File: config.mk
export PLATFORM = sky130hd
export DESIGN_NAME = clct_window_select
export DESIGN_NICKNAME = d
export VERILOG_FILES = /design/src/rtl/clct_sel_pkg.sv /design/src/rtl/clct_drop_counter.sv /design/src/rtl/clct_window_select.sv
export SDC_FILE = /design/constraint.sdc
export NUM_CORES = 1
export LEC_CHECK = 0
export ABC_AREA = 1
export BUFFER_PORTS_ARGS = -buffer_cell sky130_fd_sc_hd__buf_2
export CAP_MARGIN = 30
export CORE_AREA = 3 3 88 57
export DETAILED_ROUTE_END_ITERATION = 8
export DIE_AREA = 0 0 91 60
export PLACE_DENSITY = 0.85
export SLEW_MARGIN = 20
export SYNTH_ARGS = -nofsm -noshare
export SYNTH_HDL_FRONTEND = slang
export SYNTH_SLANG_ARGS = --single-unit
File: constraint.sdc
create_clock -name clock -period 1.7 [get_ports clock]
set_input_delay 0.17 -clock clock [delete_from_list [all_inputs] [get_ports clock]]
set_output_delay 0.17 -clock clock [all_outputs]
set_load 0.005 [all_outputs]
File: src/rtl/clct_sel_pkg.sv
// ---------------------------------------------------------------------------
// clct_sel_pkg
//   Shared definitions for the CLCT window-select stage.
//   - FSM state encoding (IDLE, COLLECT, PUSH, DEAD), 2-bit legacy constants
//   - Field widths for the window index and the priority
//   - Candidate record carried from collection to the output registers
//   - Hit qualification helper, shared so every user applies the same rule
// ---------------------------------------------------------------------------
package clct_sel_pkg;

  // Width of the best-window index coming from the 16-position encoder
  localparam int MXWIN = 4;

  // Width of the window priority
  localparam int MXPRI = 4;

  // FSM state encoding
  localparam logic [1:0] ST_IDLE    = 2'd0;
  localparam logic [1:0] ST_COLLECT = 2'd1;
  localparam logic [1:0] ST_PUSH    = 2'd2;
  localparam logic [1:0] ST_DEAD    = 2'd3;

  // One candidate: its priority, its window index and the clock offset
  // inside the collection window where it was captured
  typedef struct packed {
    logic [MXPRI-1:0] pri;
    logic [MXWIN-1:0] win;
    logic [2:0]       bx;
  } cand_t;

  // A hit needs the block enabled and a priority that is non-zero and at
  // or above the threshold. The explicit non-zero test keeps a threshold
  // of 0 from letting empty windows through.
  function automatic logic is_hit(input logic             enable,
                                  input logic [MXPRI-1:0] pri,
                                  input logic [MXPRI-1:0] thresh);
    return enable && (pri != '0) && (pri >= thresh);
  endfunction

endpackage

File: src/rtl/clct_drop_counter.sv
// ---------------------------------------------------------------------------
// clct_drop_counter
//   Saturating event counter with a synchronous clear that has priority over
//   the increment.
//   Ports:
//     clock        design clock
//     global_reset asynchronous active-high reset, clears the count
//     clr          synchronous clear (wins over inc on the same clock)
//     inc          count one event this clock
//     cnt          current count, sticks at all-ones
// ---------------------------------------------------------------------------
module clct_drop_counter #(
  parameter int MXDROP = 8
) (
  input  logic              clock,
  input  logic              global_reset,
  input  logic              clr,
  input  logic              inc,
  output logic [MXDROP-1:0] cnt
);

  // The counter holds at all-ones so that a long burst of drops can never
  // wrap around and look like a quiet period. A clear on the same clock as
  // an event leaves the count at zero; the event is deliberately lost so the
  // reader gets a clean starting point.
  always_ff @(posedge clock or posedge global_reset) begin
    if (global_reset) begin
      cnt <= '0;
    end else if (clr) begin
      cnt <= '0;
    end else if (inc && (cnt != '1)) begin
      cnt <= cnt + 1'b1;
    end
  end

endmodule

File: src/rtl/clct_window_select.sv
// ---------------------------------------------------------------------------
// clct_window_select
//   Sits right after the 16-position best-window tree encoder. A qualifying
//   hit opens a collection window of WIN_BX clocks; the highest-priority
//   candidate seen in that window is then offered downstream on a
//   valid/ready handshake, followed by a programmable dead time. Hits that
//   arrive while the block cannot take them are counted as drops.
//   Ports:
//     clock          design clock
//     global_reset   asynchronous active-high reset
//     enable         block enable; low aborts whatever is in progress
//     pri_thresh     minimum priority that counts as a hit
//     dead_time      dead clocks after a handshake (sampled at handshake)
//     clct_win_best  best window index from the encoder
//     clct_pri_best  priority of that window
//     out_rdy        downstream ready
//     out_vld        winner valid
//     out_win        winner window index
//     out_pri        winner priority
//     out_bx         clock offset of the winner inside its window
//     busy           high whenever the FSM is not idle
//     drop_clr       synchronous clear of drop_cnt
//     drop_cnt       saturating count of dropped hits
// ---------------------------------------------------------------------------
module clct_window_select
  import clct_sel_pkg::*;
#(
  parameter int WIN_BX = 3,
  parameter int MXDEAD = 4,
  parameter int MXDROP = 8
) (
  input  logic              clock,
  input  logic              global_reset,
  input  logic              enable,
  input  logic [MXPRI-1:0]  pri_thresh,
  input  logic [MXDEAD-1:0] dead_time,
  input  logic [MXWIN-1:0]  clct_win_best,
  input  logic [MXPRI-1:0]  clct_pri_best,
  input  logic              out_rdy,
  output logic              out_vld,
  output logic [MXWIN-1:0]  out_win,
  output logic [MXPRI-1:0]  out_pri,
  output logic [2:0]        out_bx,
  output logic              busy,
  input  logic              drop_clr,
  output logic [MXDROP-1:0] drop_cnt
);

  // Offset of the last clock of the collection window
  localparam logic [2:0]        LAST_BX  = 3'(WIN_BX - 1);
  localparam logic [MXDEAD-1:0] DEAD_ONE = MXDEAD'(1);

  logic [1:0]        state;
  logic [1:0]        state_nxt;
  cand_t             best;
  cand_t             best_nxt;
  logic [2:0]        bx_cnt;
  logic [2:0]        bx_cnt_nxt;
  logic [MXDEAD-1:0] dead_cnt;
  logic [MXDEAD-1:0] dead_cnt_nxt;
  logic              hit;
  logic              handshake;
  logic              drop;

  assign hit       = is_hit(enable, clct_pri_best, pri_thresh);
  assign handshake = (state == ST_PUSH) && out_vld && out_rdy;

  // Anything arriving while a winner is waiting or during dead time is
  // lost, including a hit on the very clock the handshake completes.
  assign drop      = hit && ((state == ST_PUSH) || (state == ST_DEAD));

  // Next-state logic for the window FSM. The best register is only ever
  // replaced by a strictly higher priority, so on a tie the earliest
  // candidate in the window survives. Dropping enable wins over every state
  // and throws away the partially collected candidate; the drop counter is
  // left alone because it lives in its own block.
  always_comb begin
    state_nxt    = state;
    best_nxt     = best;
    bx_cnt_nxt   = bx_cnt;
    dead_cnt_nxt = dead_cnt;

    if (!enable) begin
      state_nxt    = ST_IDLE;
      best_nxt     = '0;
      bx_cnt_nxt   = '0;
      dead_cnt_nxt = '0;
    end else begin
      case (state)
        ST_IDLE: begin
          if (hit) begin
            best_nxt   = '{pri: clct_pri_best, win: clct_win_best, bx: 3'd0};
            bx_cnt_nxt = 3'd1;
            state_nxt  = (WIN_BX == 1) ? ST_PUSH : ST_COLLECT;
          end
        end

        ST_COLLECT: begin
          if (hit && (clct_pri_best > best.pri)) begin
            best_nxt = '{pri: clct_pri_best, win: clct_win_best, bx: bx_cnt};
          end
          bx_cnt_nxt = bx_cnt + 3'd1;
          if (bx_cnt == LAST_BX) begin
            bx_cnt_nxt = '0;
            state_nxt  = ST_PUSH;
          end
        end

        ST_PUSH: begin
          if (handshake) begin
            best_nxt     = '0;
            dead_cnt_nxt = dead_time;
            state_nxt    = (dead_time != '0) ? ST_DEAD : ST_IDLE;
          end
        end

        ST_DEAD: begin
          dead_cnt_nxt = dead_cnt - DEAD_ONE;
          if (dead_cnt == DEAD_ONE) begin
            state_nxt = ST_IDLE;
          end
        end

        default: begin
          state_nxt    = ST_IDLE;
          best_nxt     = '0;
          bx_cnt_nxt   = '0;
          dead_cnt_nxt = '0;
        end
      endcase
    end
  end

  // State and output registers. Outputs are computed from the next state so
  // that they change on the same edge as the FSM: the winner fields are
  // loaded as the FSM enters PUSH, held unchanged while out_rdy is low, and
  // returned to zero once the FSM leaves PUSH. Reset is asynchronous so the
  // outputs clear without waiting for a clock.
  always_ff @(posedge clock or posedge global_reset) begin
    if (global_reset) begin
      state    <= ST_IDLE;
      best     <= '0;
      bx_cnt   <= '0;
      dead_cnt <= '0;
      out_vld  <= 1'b0;
      out_win  <= '0;
      out_pri  <= '0;
      out_bx   <= '0;
      busy     <= 1'b0;
    end else begin
      state    <= state_nxt;
      best     <= best_nxt;
      bx_cnt   <= bx_cnt_nxt;
      dead_cnt <= dead_cnt_nxt;
      out_vld  <= (state_nxt == ST_PUSH);
      out_win  <= (state_nxt == ST_PUSH) ? best_nxt.win : '0;
      out_pri  <= (state_nxt == ST_PUSH) ? best_nxt.pri : '0;
      out_bx   <= (state_nxt == ST_PUSH) ? best_nxt.bx  : '0;
      busy     <= (state_nxt != ST_IDLE);
    end
  end

  // Dropped-hit counter; a clear on the same clock as a drop leaves zero
  clct_drop_counter #(
    .MXDROP(MXDROP)
  ) u_drop_counter (
    .clock       (clock),
    .global_reset(global_reset),
    .clr         (drop_clr),
    .inc         (drop),
    .cnt         (drop_cnt)
  );

endmodule
==> flow_summary.ini, run 1 <==
[run_status]
status = complete, but fails checks
violations = hold timing, setup timing

[critical_path]
worstSetupEndpointType = flop
r2r_end = out_pri[3]
setup.worst_path.class = reg -> reg
cp_common_cell = nand2_2
worstPathMaxFanout = 8
required_ps = 1930
reg2reg_depth = 12
crit_path_max_incr_delay_ps = 390
critical_path_depth = 12
crit_chain = inv_1, ha_4, nand2_4, inv_2, nand2_2, a21oi_2, nand4_1, nand2_2, nand2_1, nand3_2, nand2_2, nor2_1
cp_slowest_cell = dfrtp_1
critPathLaunch = best[9]
crit_buf_inv = 2
r2r_start = best[9]
critPathCapture = out_pri[3]
worstSetupStartpointType = flop
reg2reg_slack_ps = -190
path_delay_family = simple AND/OR/NAND/NOR gates
cp.arrival_ps = 2120

[routing]
postRouteAntennaNets = 0
drt_first_pass_iters = 5
viasPerCell = 5.55
wire_per_inst_microns = 15.9
drc = 0
routed_wl_microns = 7090
vias = 2469
drt_iter0_drc = 251

[yosys]
yosys.area_share.xor_xnor = 0.0148
yosys.area_share.simple = 0.282
synthMuxAreaShare = 0
synthAdderAreaFrac = 0.0583
yosysTopAreaCell = dfrtp_1
synth_compound_area_frac = 0.103
ys_seq_elements = 41
syn_area_sq_um = 2360
synth_top_area_frac = 0.435
syn-mean-instance-area_sq_um = 7.62
synthTopCellsByArea = dfrtp_1 (43%), nand2_1 (11%), inv_1 (8.1%)
ys_warn_count = 0
synthCells = 310
synth_top_family_by_area = simple AND/OR/NAND/NOR gates
netlist-cell-type-count = 30
synthesis.nets = 342
yosysSeqAreaShare = 0.435

[sta]
rsz0062_at_grt = yes
setup_viol = 20
max_slew_margin = 0.657
max_freq_mhz = 529
maxSlewViolCount = 0
period_share = 1.11
hold_viol = 34
worstMarginPinSlew_ps = 515
whs_ps = -19.9
finalCriticalPeriod_ps = 1890
fin_ws_ps = -191
finalClockSkew_ps = 9.30

[layout]
finalInstanceArea_sq_um = 3140
diodes = 0
final_cells = 445
fin_nets = 416
syn_to_final_growth_pct = 33.1
drive_gt1_frac = 0.371

[global_route]
grtUsageMet3 = 0.0553
grt_antenna_before_repair = 0
grt_usage = 0.245
grt_pass1_wl_microns = 10400
grt_overflow = 0
grt_pass1_vias = 2320
met1_usage = 0.316
top_usage_layer = met2
grt_max_degree = 42
use_met2 = 0.418

[floorplanning]
start_util = 0.570
die_y_microns = 60
die_width_microns = 91
core_area_sq_um = 4140
die-area_sq_um = 5460
ios = 42
std_cell_rows = 18

[power]
combPwrFrac = 0.236
power_leakage_nw = 1.75
sw_frac_of_total = 0.318
intPower_mw = 1.54
peakVddDrop_mv = 0.519
p_switching_mw = 0.720
powerDensity_nw_per_um2 = 720
clkPwrFrac = 0.306
p_seq_frac = 0.458

[clocking]
root_buffer = clkbuf_8
clock_path_buffers = 2
cts_tree = yes
h-tree-depth = 2
clock_latency_ps = 300
clock-sinks = 41
numCtsBuffers = 5
clk_pin_slew_ps = 80
ctsHoldBuffers = 0

[placed_design]
dp_hpwl_microns = 4490
placed_cell_area_sq_um = 2780
placed_cells = 428
pre_cts_ws_ps = -151
io_buffers = 41
gp_congestion = 0.943

[flow_run]
cap_violations = 0

[min_path]
hold_path.class = in -> async
-- cells in the mapped netlist --
master,count
o211ai_1,1
xor2_1,4
a21oi_2,2
a31oi_1,3
nand4_1,4
clkbuf_1,3
nor4_1,1
ha_1,11
inv_2,6
a22oi_1,2
o22ai_1,2
nand2_1,69
nand3_1,30
a31oi_4,1
o21ai_0,14
o31ai_1,2
nand3_2,2
nor3_1,4
nor2_1,35
nor2_2,2
o2111ai_1,2
nand2_2,3
or2_2,2
buf_2,1
o21bai_1,1
buf_6,2
nor2_4,1
inv_1,51
a21oi_1,8
dfrtp_1,41
-- cell families after synthesis --
group                    Yosys count
AO/OA/AOI/OAI                     38
adder cells (fa/ha/maj)           11
buffers and inverters             63
XOR/XNOR                           4
flip-flops                        41
AND/OR/NAND/NOR                  153
-- per-stage QoR --
step	TNS [ps]	total power, mW	util
global placement	-79.3	1.41	0.670
CTS	0	2.15	0.722
detailed placement	-2330	1.43	0.670
finish	-2450	2.26	0.758
global route	-5220	2.36	0.758
floorplan	0	1.29	-
-- state kept, by name, indices dropped and copies added (netlist names), 2 cells and up --
register            cells
out_pri                 4
best                   11
out_bx                  3
dead_cnt                4
u_drop_counter.cnt      8
state                   2
bx_cnt                  3
out_win                 4
-- worst register-to-register path, stage by stage (launching register included) --
cell and delay [ps]:
dfrtp_1 390, inv_1 100, ha_4 280, nand2_4 40, inv_2 40, nand2_2 60, a21oi_2 160, nand4_1 150
nand2_2 210, nand2_1 110, nand3_2 100, nand2_2 60, nor2_1 110
-- timing repair --
item / in CTS / in global routing
endpoints found under the setup margin: 28 / 33
setup buffers: 3 / 5
resized for setup: 22 / 35
pin swaps: 8 / 19
cloned: 1 / 0
-- power groups by stage --
stage / Sequential [mW] / Clock (mW) / Combinational, mW
after detailed placement: 1.05 / 0 / 0.379
after floorplan: 1.05 / 0 / 0.239
final: 1.04 / 0.692 / 0.533
after global routing: 1.04 / 0.738 / 0.578
after global placement: 1.05 / 0 / 0.362
after CTS: 1.03 / 0.685 / 0.434
-- worst min path at each step --
| stage | start | endpoint | slack [ps] |
|---|---|---|---|
| after global placement | global_reset | out_win[3] | 310 |
| after detailed placement | global_reset | out_win[3] | 320 |
| after global routing | global_reset | u_drop_counter.cnt[1] | 40 |
| after floorplan | drop_clr | u_drop_counter.cnt[4] | 270 |
| after CTS | global_reset | best[3] | 0.5 |
| final | global_reset | u_drop_counter.cnt[1] | -20 |
-- layout make-up --
class | instances | area, sq um
Multi-Input combinational cell | 207 | 1290
Sequential cell | 41 | 1030
Fill cell | 277 | 1000
Timing Repair Buffer | 72 | 438
Inverter | 57 | 214
Clock buffer | 6 | 82.6
Tap cell | 60 | 75.1
Clock inverter | 2 | 13.8
-- per-layer routing --
layer / part of all wire / routed length, microns
met1: 0.41 / 2900
met2: 0.48 / 3400
met3: 0.078 / 556
met4: 0.033 / 236
met5: 0 / 0
-- placed cells by master, fill, tap and decap left out, drive strengths merged --
| cell | n |
|---|---|
| nand2 | 73 |
| buf | 72 |
| inv | 57 |
| dfrtp | 41 |
| nor2 | 38 |
| nand3 | 32 |
| o21ai | 14 |
| ha | 11 |
| a21oi | 10 |
| clkbuf | 6 |
| nand4 | 4 |
| nor3 | 4 |
| xor2 | 4 |
| a31oi | 4 |
| or2 | 2 |
| a22oi | 2 |
| o31ai | 2 |
| o2111ai | 2 |
| o22ai | 2 |
| clkinv | 2 |
| o21bai | 1 |
| o211ai | 1 |
| nor4 | 1 |
(Power assumes the default switching activity.)
==> run 2: changes to the inputs <==
--- a/config.mk
+++ b/config.mk
@@ -8,10 +8,10 @@
 export ABC_AREA = 1
 export BUFFER_PORTS_ARGS = -buffer_cell sky130_fd_sc_hd__buf_2
 export CAP_MARGIN = 30
-export CORE_AREA = 3 3 88 57
+export CORE_AREA = 3 3 89 57
 export DETAILED_ROUTE_END_ITERATION = 8
-export DIE_AREA = 0 0 91 60
-export PLACE_DENSITY = 0.85
+export DIE_AREA = 0 0 92 60
+export PLACE_DENSITY = 0.84
 export SLEW_MARGIN = 20
 export SYNTH_ARGS = -nofsm -noshare
 export SYNTH_HDL_FRONTEND = slang
==> run 2 against run 1 <==
  * The run ends with setup timing left
  * Sequential power barely moved
  * First-iteration DRC count fell by 18%
  * Wire length fell by 7.0%
  * Critical endpoint unchanged
  * Largest cell class unchanged
  * Highest routed layer unchanged
==> flow_summary.ini, run 2 (synthesized netlist as in run 1, its figures left out) <==
[routing]
drt_first_pass_iters = 7
viasPerCell = 5.35
routed_wl_microns = 6590
vias = 2343
postRouteAntennaNets = 0
drc = 0
wire_per_inst_microns = 15.1
drt_iter0_drc = 207

[run_status]
violations = setup timing
status = complete, but fails checks

[layout]
top_regs = best (11), u_drop_counter.cnt (8)
max_flop_register = best
post-route-util = 0.749
finalInstanceArea_sq_um = 3140
fin_nets = 409
layout_commonest_cell = nand2_1
largest_reg_flops = 11
syn_to_final_growth_pct = 33.0
mostFrequentLayoutCells = nand2_1 (42), inv_1 (41), buf_2 (41), dfrtp_1 (40), nor2_1 (32)
drive_gt1_frac = 0.394
diodes = 0
fillerInstances = 303

[clocking]
numCtsBuffers = 5
cts_tree = yes
clock-sinks = 41
root_buffer = clkbuf_8
clk_pin_slew_ps = 80
clock_latency_ps = 290
clock_path_buffers = 2
h-tree-depth = 2

[floorplanning]
std_cell_rows = 18
core_area_sq_um = 4190
die_width_microns = 92
die-area_sq_um = 5520
die_y_microns = 60
ios = 42
start_util = 0.564

[sta]
maxSlewViolCount = 0
rsz0062_at_grt = yes
worstMarginPinSlew_ps = 521
finalClockSkew_ps = 7.14
setup_viol = 23
fin_ws_ps = -160
tns_ps = -1780
max_freq_mhz = 538
finalCriticalPeriod_ps = 1860
period_share = 1.09
max_slew_margin = 0.653
hold_viol = 0

[critical_path]
worstSetupEndpointType = flop
crit_chain = inv_1, ha_4, nand2_4, inv_2, nand2_2, a21oi_2, nand4_1, nand2_4, nand2_1, nand3_2, nand2_2, nor2_1
setup.worst_path.class = reg -> reg
cp_slowest_cell = dfrtp_1
required_ps = 1920
r2r_start = best[9]
worstSetupStartpointType = flop
cp.arrival_ps = 2080
worstPathMaxFanout = 8
crit_buf_inv = 2
path_delay_family = simple AND/OR/NAND/NOR gates
crit_path_max_incr_delay_ps = 370
critPathLaunch = best[9]

[placed_design]
dp_hpwl_microns = 4190
placed_cell_area_sq_um = 2750
gp_congestion = 0.882
io_buffers = 41

[global_route]
grt_overflow = 0
grt_pass1_wl_microns = 9700
grt_max_degree = 42
grt_pass1_vias = 2174
grt_antenna_before_repair = 0
grt_usage = 0.226

[min_path]
holdCritStartpoint = drop_clr
hold_path.class = in -> reg

[flow_run]
cap_violations = 0

[power]
power_leakage_nw = 1.72
peakVddDrop_mv = 0.544
powerDensity_nw_per_um2 = 760
[run 2: final timing paths]
path                            slack, ps  depth (start not counted)                    end
worst max-delay path                 -160                         12             out_pri[3]
worst min-delay path                  110                          2  u_drop_counter.cnt[7]
worst max register to register       -160                         12             out_pri[3]
worst min register to register        590                          2            dead_cnt[1]
max in group asynchronous             770                          4               state[1]
min in group asynchronous             540                          4             out_win[1]
[run 2: timing repair]
item	CTS	global route
hold buffers	1	0
pin swaps	18	29
gates resized for setup	19	53
setup buffers	1	3
hold endpoints to repair	2	0
cloned	1	0
endpoints found under the setup margin	27	32
[run 2: area by class of cell]
| type | count | area [sq um] | share of cell area |
|---|---|---|---|
| multi-input combinational | 207 | 1320 | 0.419 |
| tap | 60 | 75.1 | 0.0239 |
| sequential | 41 | 1030 | 0.327 |
| clock inverter | 1 | 30.0 | 0.00957 |
| timing repair buffer | 65 | 392 | 0.125 |
| clock buffer | 7 | 86.3 | 0.0275 |
| inverter | 57 | 214 | 0.0682 |
[run 2: power by group]
part	switching, mW	internal [mW]
Combinational	0.328	0.199
Sequential	0.0313	1.01
Clock	0.339	0.479
[run 2: metrics by stage]
stage                     hold WS (ps)  setup slack (ps)  power (mW)  instances
final                              107              -160        2.39        438
after global routing               125              -188        2.49        438
after CTS                         97.5             -42.0        2.27        435
after detailed placement           319              -117        1.42        425
after global placement             318             -47.1        1.41        425
after floorplan                    270               148        1.29        310
[run 2: metal layers]
metal | vias to the layer above | global-route usage | wire length, microns
met5 | - | 0 | 0
met2 | 101 | 0.362 | 3070
li1 | 1122 | - | -
met1 | 1102 | 0.309 | 2920
met4 | 0 | 0.0613 | 131
met3 | 18 | 0.0616 | 470
==> run 3: changes to the inputs <==
--- a/config.mk
+++ b/config.mk
@@ -11,6 +11,7 @@
 export CORE_AREA = 3 3 89 57
 export DETAILED_ROUTE_END_ITERATION = 8
 export DIE_AREA = 0 0 92 60
+export GPL_TIMING_DRIVEN = 0
 export PLACE_DENSITY = 0.84
 export SLEW_MARGIN = 20
 export SYNTH_ARGS = -nofsm -noshare
==> constraint.sdc (replaced) <==
create_clock -name clock -period 1.7 [get_ports clock]
set_input_delay 0.17 -clock clock [delete_from_list [all_inputs] [get_ports clock]]
set_output_delay 0.17 -clock clock [all_outputs]
set_load 0.02 [all_outputs]
==> run 3 against run 2 <==
  * Register-to-register slack improved by 50 ps
  * The run still ends with setup timing left
  * Largest power group unchanged
  * Critical path depth rose by 1
  * Largest cell class unchanged
  * Core utilization fell by 1.7 points
  * Total power is 8.8% lower
  * Highest routed layer unchanged
  * Global-route usage fell by 0.32 points
==> flow_summary.ini, run 3 (synthesized netlist as in run 1, its figures left out) <==
[sta]
whs_ps = 109
max_slew_margin = 0.686
period_share = 1.06
finalCriticalPeriod_ps = 1810
rsz0062_at_grt = yes
fin_ws_ps = -108
worstMarginPinSlew_ps = 471
max_freq_mhz = 553
hold_viol = 0
finalClockSkew_ps = 3.13
tns_ps = -1440
setup_viol = 20
maxSlewViolCount = 0

[power]
intPower_mw = 1.48
combPwrFrac = 0.223
finalPower_mw = 2.18
clkPwrFrac = 0.298
peakVddDrop_mv = 0.537
powerDensity_nw_per_um2 = 710
p_seq_frac = 0.479
power_leakage_nw = 1.67
sw_frac_of_total = 0.321
p_switching_mw = 0.698

[global_route]
use_met2 = 0.326
grt_overflow = 0
grt_usage = 0.223
grt_antenna_before_repair = 0
grt_max_degree = 27
met1_usage = 0.337
top_usage_layer = met1
grt_pass1_vias = 2004
grtUsageMet3 = 0.0453
grt_pass1_wl_microns = 9600

[placed_design]
gp_congestion = 0.873
io_buffers = 40
dp_hpwl_microns = 3970

[floorplanning]
die_width_microns = 92
die-area_sq_um = 5520
ios = 42
core_area_sq_um = 4190
die_y_microns = 60
start_util = 0.564
std_cell_rows = 18

[flow_run]
cap_violations = 0

[layout]
max_flop_register = best
top_regs = best (11), u_drop_counter.cnt (8)
drive_gt1_frac = 0.356
largest_reg_flops = 11
fin_nets = 402
syn_to_final_growth_pct = 29.9
post-route-util = 0.732
layout_commonest_cell = nand2_1
diodes = 0
mostFrequentLayoutCells = nand2_1 (48), inv_1 (44), buf_2 (41), dfrtp_1 (39), nor2_1 (31)

[clocking]
clock_path_buffers = 2
clock_latency_ps = 300
cts_tree = yes
root_buffer = clkbuf_8
clk_pin_slew_ps = 80
h-tree-depth = 2
clock-sinks = 41
numCtsBuffers = 5

[routing]
routed_wl_microns = 6390
wire_per_inst_microns = 14.8
viasPerCell = 5.46
drt_iter0_drc = 322
drt_first_pass_iters = 9
vias = 2355
postRouteAntennaNets = 0
drc = 0

[critical_path]
crit_chain = inv_2, ha_4, nand2_1, nand2_1, nand2_2, nand2_2, nand2_4, o21bai_4, nand2_4, nand2_2, nand3_2, nand2_2, nor2_2
cp_slowest_cell = dfrtp_1
cp.arrival_ps = 2000
worstSetupStartpointType = flop
worstPathMaxFanout = 5
cp_common_cell = nand2_2
required_ps = 1890
crit_path_max_incr_delay_ps = 380
worstSetupEndpointType = flop
setup.worst_path.class = reg -> reg

[run_status]
status = complete, but fails checks
violations = setup timing

[min_path]
hold_path.class = in -> reg
[run 3: cell count changes in the layout (fill, tap and decap cells not counted), moves of 2 or more]
cell | before | now
nand2_4 | 7 | 5
inv_2 | 16 | 13
inv_1 | 41 | 44
nand3_2 | 11 | 7
buf_12 | 0 | 2
nand3_1 | 21 | 24
nand2_2 | 24 | 20
buf_4 | 22 | 9
nand2_1 | 42 | 48
[run 3: final cells by class]
class	instances	area (sq um)
multi-input cells	207	1300
fillers	319	1120
flip-flops and latches	41	1030
repair buffers	52	318
inverters	57	214
well taps	60	75.1
clock buffers	5	68.8
plain buffers	6	40.0
clock inverters	3	21.3
[run 3: routing by layer]
metal | up-vias | part of all wire
li1 | 1108 | -
met1 | 1104 | 0.45
met2 | 119 | 0.45
met3 | 24 | 0.070
met4 | 0 | 0.028
met5 | - | 0
[run 3: stage by stage]
stage / cells / worst slack [ps] / instance area, sq um
6_report: 431 / -108 / 3070
5_1_grt: 431 / -255 / 3070
4_1_cts: 424 / 0.303 / 2860
3_5_place_dp: 411 / -128 / 2660
3_3_place_gp: 410 / -118 / 2640
2_1_floorplan: 310 / 23.5 / 2360
[run 3: power groups by stage]
stage | combinational [mW] | sequential [mW] | clock (mW)
after CTS | 0.383 | 1.04 | 0.655
final | 0.486 | 1.04 | 0.648
after global placement | 0.324 | 1.05 | 0
after floorplan | 0.239 | 1.05 | 0
after global routing | 0.539 | 1.05 | 0.712
after detailed placement | 0.339 | 1.06 | 0
[run 3: final timing paths]
path | startpoint | end | depth (start not counted) | slack (ps)
max in group asynchronous | global_reset | state[0] | 4 | 850
min in group asynchronous | global_reset | best[6] | 3 | 380
max reg2reg | best[8] | out_win[0] | 13 | -110
max | best[8] | out_win[0] | 13 | -110
min | drop_clr | u_drop_counter.cnt[4] | 2 | 110
min reg2reg | dead_cnt[1] | dead_cnt[1] | 2 | 580
[run 3: worst max-delay path, delay by kind of cell (launching register included)]
kind / cells / cell delay, ps
AND/OR/NAND/NOR: 10 / 770
buffers and inverters: 1 / 70
adder cells (fa/ha/maj): 1 / 270
flip-flops: 1 / 380
AO/OA/AOI/OAI: 1 / 220
[run 3: what timing repair did]
action	in CTS	in global routing
setup buffers	3	7
hold buffers	1	0
cloned	1	0
gates resized for setup	18	45
hold endpoints to repair	15	0
setup endpoints to repair	26	32
pin swaps	9	25
